[src/rtl/led7_scan_driver.sv]
// Multiplexed common-anode 7-segment driver: one digit per refresh slot, hex decode,
// dead-time at slot start, per-digit dp/blank, leading-zero suppression; outputs registered.
module led7_scan_driver #(
   parameter int P_DIGITS      = 8,
   parameter int P_REFRESH_DIV = 100000,
   parameter int P_DEAD        = 16
) (
   input  logic                  i_w_clk,
   input  logic                  i_w_reset,
   input  logic [4*P_DIGITS-1:0] i_w_value,
   input  logic [P_DIGITS-1:0]   i_w_dp,
   input  logic [P_DIGITS-1:0]   i_w_blank,
   input  logic                  i_w_enable,
   input  logic                  i_w_lzs,
   output logic                  o_w_ca,
   output logic                  o_w_cb,
   output logic                  o_w_cc,
   output logic                  o_w_cd,
   output logic                  o_w_ce,
   output logic                  o_w_cf,
   output logic                  o_w_cg,
   output logic                  o_w_dp,
   output logic [P_DIGITS-1:0]   o_w_an
);

   localparam int CNT_W = $clog2(P_REFRESH_DIV);
   localparam int IDX_W = (P_DIGITS > 1) ? $clog2(P_DIGITS) : 1;
   localparam logic [CNT_W-1:0] CNT_LAST = CNT_W'(P_REFRESH_DIV - 1);
   localparam logic [IDX_W-1:0] IDX_LAST = IDX_W'(P_DIGITS - 1);

   logic [CNT_W-1:0]    r_cnt;
   logic [IDX_W-1:0]    r_idx;
   logic [7:0]          r_seg;
   logic [P_DIGITS-1:0] r_an;

   logic                w_dead;
   logic                w_dark;
   logic                w_zero_run;
   logic [3:0]          w_nib;
   logic                w_dp_sel;
   logic                w_blank_sel;
   logic                w_supp_sel;
   logic [P_DIGITS-1:0] w_an_sel;

   // Active-low g..a pattern; the dp bit is inserted separately.
   function automatic logic [6:0] f_glyph(input logic [3:0] nib);
      case (nib)
         4'h0: return 7'h40;
         4'h1: return 7'h79;
         4'h2: return 7'h24;
         4'h3: return 7'h30;
         4'h4: return 7'h19;
         4'h5: return 7'h12;
         4'h6: return 7'h02;
         4'h7: return 7'h78;
         4'h8: return 7'h00;
         4'h9: return 7'h18;
         4'hA: return 7'h08;
         4'hB: return 7'h03;
         4'hC: return 7'h46;
         4'hD: return 7'h21;
         4'hE: return 7'h06;
         default: return 7'h0E;
      endcase
   endfunction

   always_ff @(posedge i_w_clk) begin
      if (i_w_reset) begin
         r_cnt <= '0;
         r_idx <= '0;
      end else if (i_w_enable) begin
         if (r_cnt == CNT_LAST) begin
            r_cnt <= '0;
            r_idx <= (r_idx == IDX_LAST) ? '0 : r_idx + 1'b1;
         end else begin
            r_cnt <= r_cnt + 1'b1;
         end
      end
   end

   generate
      if (P_DEAD == 0) begin : g_no_dead
         assign w_dead = 1'b0;
      end else begin : g_dead
         assign w_dead = (r_cnt < CNT_W'(P_DEAD));
      end
   endgenerate

   // Walk from the most significant digit down so the zero run is known when idx is reached.
   always_comb begin
      w_zero_run  = 1'b1;
      w_nib       = 4'h0;
      w_dp_sel    = 1'b0;
      w_blank_sel = 1'b0;
      w_supp_sel  = 1'b0;
      w_an_sel    = '1;
      for (int k = P_DIGITS - 1; k >= 0; k--) begin
         w_zero_run = w_zero_run & (i_w_value[4*k +: 4] == 4'h0);
         if (r_idx == IDX_W'(k)) begin
            w_nib       = i_w_value[4*k +: 4];
            w_dp_sel    = i_w_dp[k];
            w_blank_sel = i_w_blank[k];
            w_supp_sel  = i_w_lzs & w_zero_run & (k != 0);
            w_an_sel[k] = 1'b0;
         end
      end
   end

   assign w_dark = ~i_w_enable | w_blank_sel | w_supp_sel | w_dead;

   always_ff @(posedge i_w_clk) begin
      if (i_w_reset || w_dark) begin
         r_seg <= 8'hFF;
         r_an  <= '1;
      end else begin
         r_seg <= {~w_dp_sel, f_glyph(w_nib)};
         r_an  <= w_an_sel;
      end
   end

   assign o_w_ca = r_seg[0];
   assign o_w_cb = r_seg[1];
   assign o_w_cc = r_seg[2];
   assign o_w_cd = r_seg[3];
   assign o_w_ce = r_seg[4];
   assign o_w_cf = r_seg[5];
   assign o_w_cg = r_seg[6];
   assign o_w_dp = r_seg[7];
   assign o_w_an = r_an;

endmodule

[config.mk]
export PLATFORM = sky130hd
export DESIGN_NAME = led7_scan_driver
export DESIGN_NICKNAME = d
export VERILOG_FILES = /design/src/rtl/led7_scan_driver.sv
export SDC_FILE = /design/constraint.sdc
export NUM_CORES = 1
export LEC_CHECK = 0
export ABC_AREA = 1
export CORE_MARGIN = 1
export CORE_UTILIZATION = 54
export CTS_BUF_LIST = sky130_fd_sc_hd__clkbuf_4
export CTS_CLUSTER_SIZE = 28
export DETAILED_ROUTE_END_ITERATION = 8
export PLACE_DENSITY = 0.88
export SLEW_MARGIN = 20
export SYNTH_ARGS = -nofsm -noshare
export SYNTH_HDL_FRONTEND = slang
export SYNTH_SLANG_ARGS = --single-unit
[constraint.sdc]
create_clock -name i_w_clk -period 3.78 [get_ports i_w_clk]
set_input_delay 0.945 -clock i_w_clk [delete_from_list [all_inputs] [get_ports i_w_clk]]
set_output_delay 0.945 -clock i_w_clk [all_outputs]
set_load 0.03 [all_outputs]
==> summary.txt <==
Synthesis
  – Syn avg cell area: 6.27 sq um
  – Synth Area in Compound Gates: 8.13%
  – Yosys cell types: 36
  – Simple-gate share of the synthesized area: 41.7%
  – Post-synth net total: ~470
  – Yosys warns: 0
  – Post-synthesis xor/xnor area fraction: 3.14%
  – Number of flops mapped to enable cells by yosys: 0
  – Mux cell area share after synthesis: 0%
  – Instance count of the mapped netlist: 400
  – #FFs+latches synth: 36
  – Synth Area in Adders: under 10%
  – Async set-reset flop share out of synthesis: 0%
  – Largest family of logic cells by synthesized area: simple AND/OR/NAND/NOR gates
  – Synth Flop Type: dfxtp_1
  – Mapped Area: 2510 sq um
  – Sequential fraction of the synthesis area: 28.7%

Clock network
  – H-tree levels: 2
  – Hold_buf cts: 0
  – Total CTS buffers: 5
  – CTS tree: done
  – # clock sinks: 36
  – Post-CTS setup buffer count: 0
  – Clock Root Buffer: clkbuf_4
  – Clk_lat worst skew: 340 ps
  – CTS clk-pin slew, worst paths: 100 ps
  – Max Buffers Root-to-Sink: 2
  – Post-CTS sizing: 0

Timing
  – Final hold violation count: 0
  – Setup Skew: 13.9 ps
  – Final setup viols: 0
  – Final Cycle Share: 70.6%
  – Final max-slew violation count: 0
  – Unrepaired setup endpoints after global routing: false
  – Peak Freq: 375 MHz
  – Setup TNS after final layout: 0 ps
  – Slew @ Worst Pin: roughly 430 ps
  – Fin crit period: around 2700 ps
  – Relative slew slack: between 70% and 80%

Cells and area
  – Area Growth Syn to Fin: 29.1%
  – Diode count: 0
  – Fraction of layout cells with a size suffix above 1: 6.00%
  – Net total in the final layout: 532
  – Non-filler cells, final: approximately 520
  – Final core occ: between 70% and 80%

Power and ir drop
  – IR Drop Worst-Case VDD: approximately 0.14 mV
  – Final Total Pwr: a little under 0.7 mW
  – Pwr/cell area: 212 nW/um^2
  – Leak Pwr: 1.51 nW

Route
  – 1st-iter DRT viols: 194
  – Via count: 2700
  – DR vias/cell: ~5.2
  – Drt total wl: 6.07 mm
  – Pre-antenna DRT Iters: 6
  – Wire length per cell: 11.7 um
  – DRC viols: 0
  – Post-route ant nets: 0

Floorplanning
  – Die Wd: 70.2 um
  – Die ar.: 4920 sq um
  – Die height: 70.2 um
  – Initial Util: ~57%
  – Core area: 4410 sq um
  – Io pins: 68
  – Num rows: 24

Run status
  – Run status: finished, final reports clean

GRT
  – Antenna violations before repair: 0
  – Vias in the first global route: 2490
  – Total GRT Usage: 25.8%
  – First-pass GRT wire length: 10.4 mm
  – Gr ovfl total: 0
  – Largest net degree at the start of global routing: 13

Worst setup path
  – CP Data Required Time: 4020 ps
  – Worst setup EP type: flip-flop
  – Worst Setup Start Kind: primary input
  – Setup Crit Path Kind: in -> reg
  – CP Data Arrival Time: 2910 ps
  – CP Max Fanout: 4

Job
  – Max_cap viols: 0

Placed design
  – Gpl congestion: 0.922
  – Inst Count DP: just over 500
  – PortBufs: 67
  – Dpl hpwl: about 4.9 mm

Worst hold path
  – Min-Delay Path Class: reg -> reg
==> cell usage in the layout (no fill, tap or decap), drive strengths merged, types with 6 or more instances in the layout <==
cell type      count
a21oi             12
clkbuf             6
clkdlybuf4s50     67
dfxtp             36
ha                13
inv               63
nand2            120
nand3             34
nand4              6
nor2              56
nor3               9
o21ai             15
xor2               7
==> path summary, 6_finish.rpt <==
| check | start | to | slack (ps) | cells after the start |
|---|---|---|---|---|
| hold / removal | r_cnt[1] | r_cnt[1] | 540 | 2 |
| setup reg to reg | r_idx[2] | r_seg[4] | 1130 | 15 |
| hold reg to reg | r_cnt[1] | r_cnt[1] | 540 | 2 |
| setup / recovery | i_w_value[29] | r_seg[4] | 1110 | 15 |
==> sequential cells by signal (all words and copies together), names as in the netlist <==
register	flops
o_w_an	8
r_seg	8
r_idx	3
r_cnt	17
==> cell type report <==
class | instances | area, sq um
Multi-Input combinational cell | 294 | 1490
Fill cell | 367 | 1170
Sequential cell | 36 | 721
Timing Repair Buffer | 67 | 671
Inverter | 63 | 241
Tap cell | 52 | 65.1
Clock buffer | 6 | 45.0
Clock inverter | 1 | 5.00
==> critical path, stage by stage <==
cell and delay, ps:
clkdlybuf4s50_1 480, nand2_1 60, nand2_1 60, o21ai_0 70, o21bai_1 130, nand2_1 70
nand2_1 60, nand2_1 50, a21oi_1 260, inv_1 150, ha_1 230, nand3_1 120
nor2_1 60, nor2_1 100, nand2_1 60
==> synth_stat cells (2+ instances only) <==
cell type / n / area share (%)
ha_1: 13 / 6.5
nor3b_1: 3 / 0.90
nor4_1: 3 / 0.75
dfxtp_1: 36 / 29
nand2_1: 111 / 17
nand4_1: 6 / 1.5
nand3_1: 32 / 6.4
inv_4: 2 / 0.50
nand2_2: 5 / 1.2
a211oi_1: 2 / 0.60
a21oi_1: 12 / 2.4
nor2_1: 55 / 8.2
or2_2: 2 / 0.50
nand2_4: 4 / 1.8
buf_6: 3 / 1.3
o211ai_1: 2 / 0.60
xor2_1: 7 / 2.4
nand3_2: 2 / 0.80
o21ai_0: 14 / 2.8
xnor2_1: 2 / 0.70
nor3_1: 9 / 1.8
buf_2: 2 / 0.40
inv_2: 4 / 0.60
inv_1: 57 / 8.5
==> power by group <==
group	internal, mW	switching (mW)
Combinational	0.0615	0.0415
Clock	0.0757	0.123
Sequential	0.381	0.00275
==> metal layers <==
metal  wire (um)  track usage (%)  share of wire (%)  up-vias
met3         333             3.46                5.5        8
met2        2980             45.8                 49       99
met1        2660             31.6                 44     1197
met5           0                0                  0        -
met4          89             9.11                1.5        0
li1            -                -                  -     1396
==> logic make-up after synthesis <==
logic type	after synthesis
AND/OR/NAND/NOR	236
XOR/XNOR	9
AO/OA/AOI/OAI	36
buffers and inverters	70
flip-flops	36
adder cells (fa/ha/maj)	13
==> per-stage QoR <==
step	setup WS [ps]	area, sq um	hold WS (ps)
final	1110	3240	540
after detailed placement	745	3190	526
after global routing	768	3240	562
after floorplan	1440	2510	474
after global placement	780	3190	493
after CTS	1110	3240	540
No activity file was read; power rests on OpenSTA's default activity.
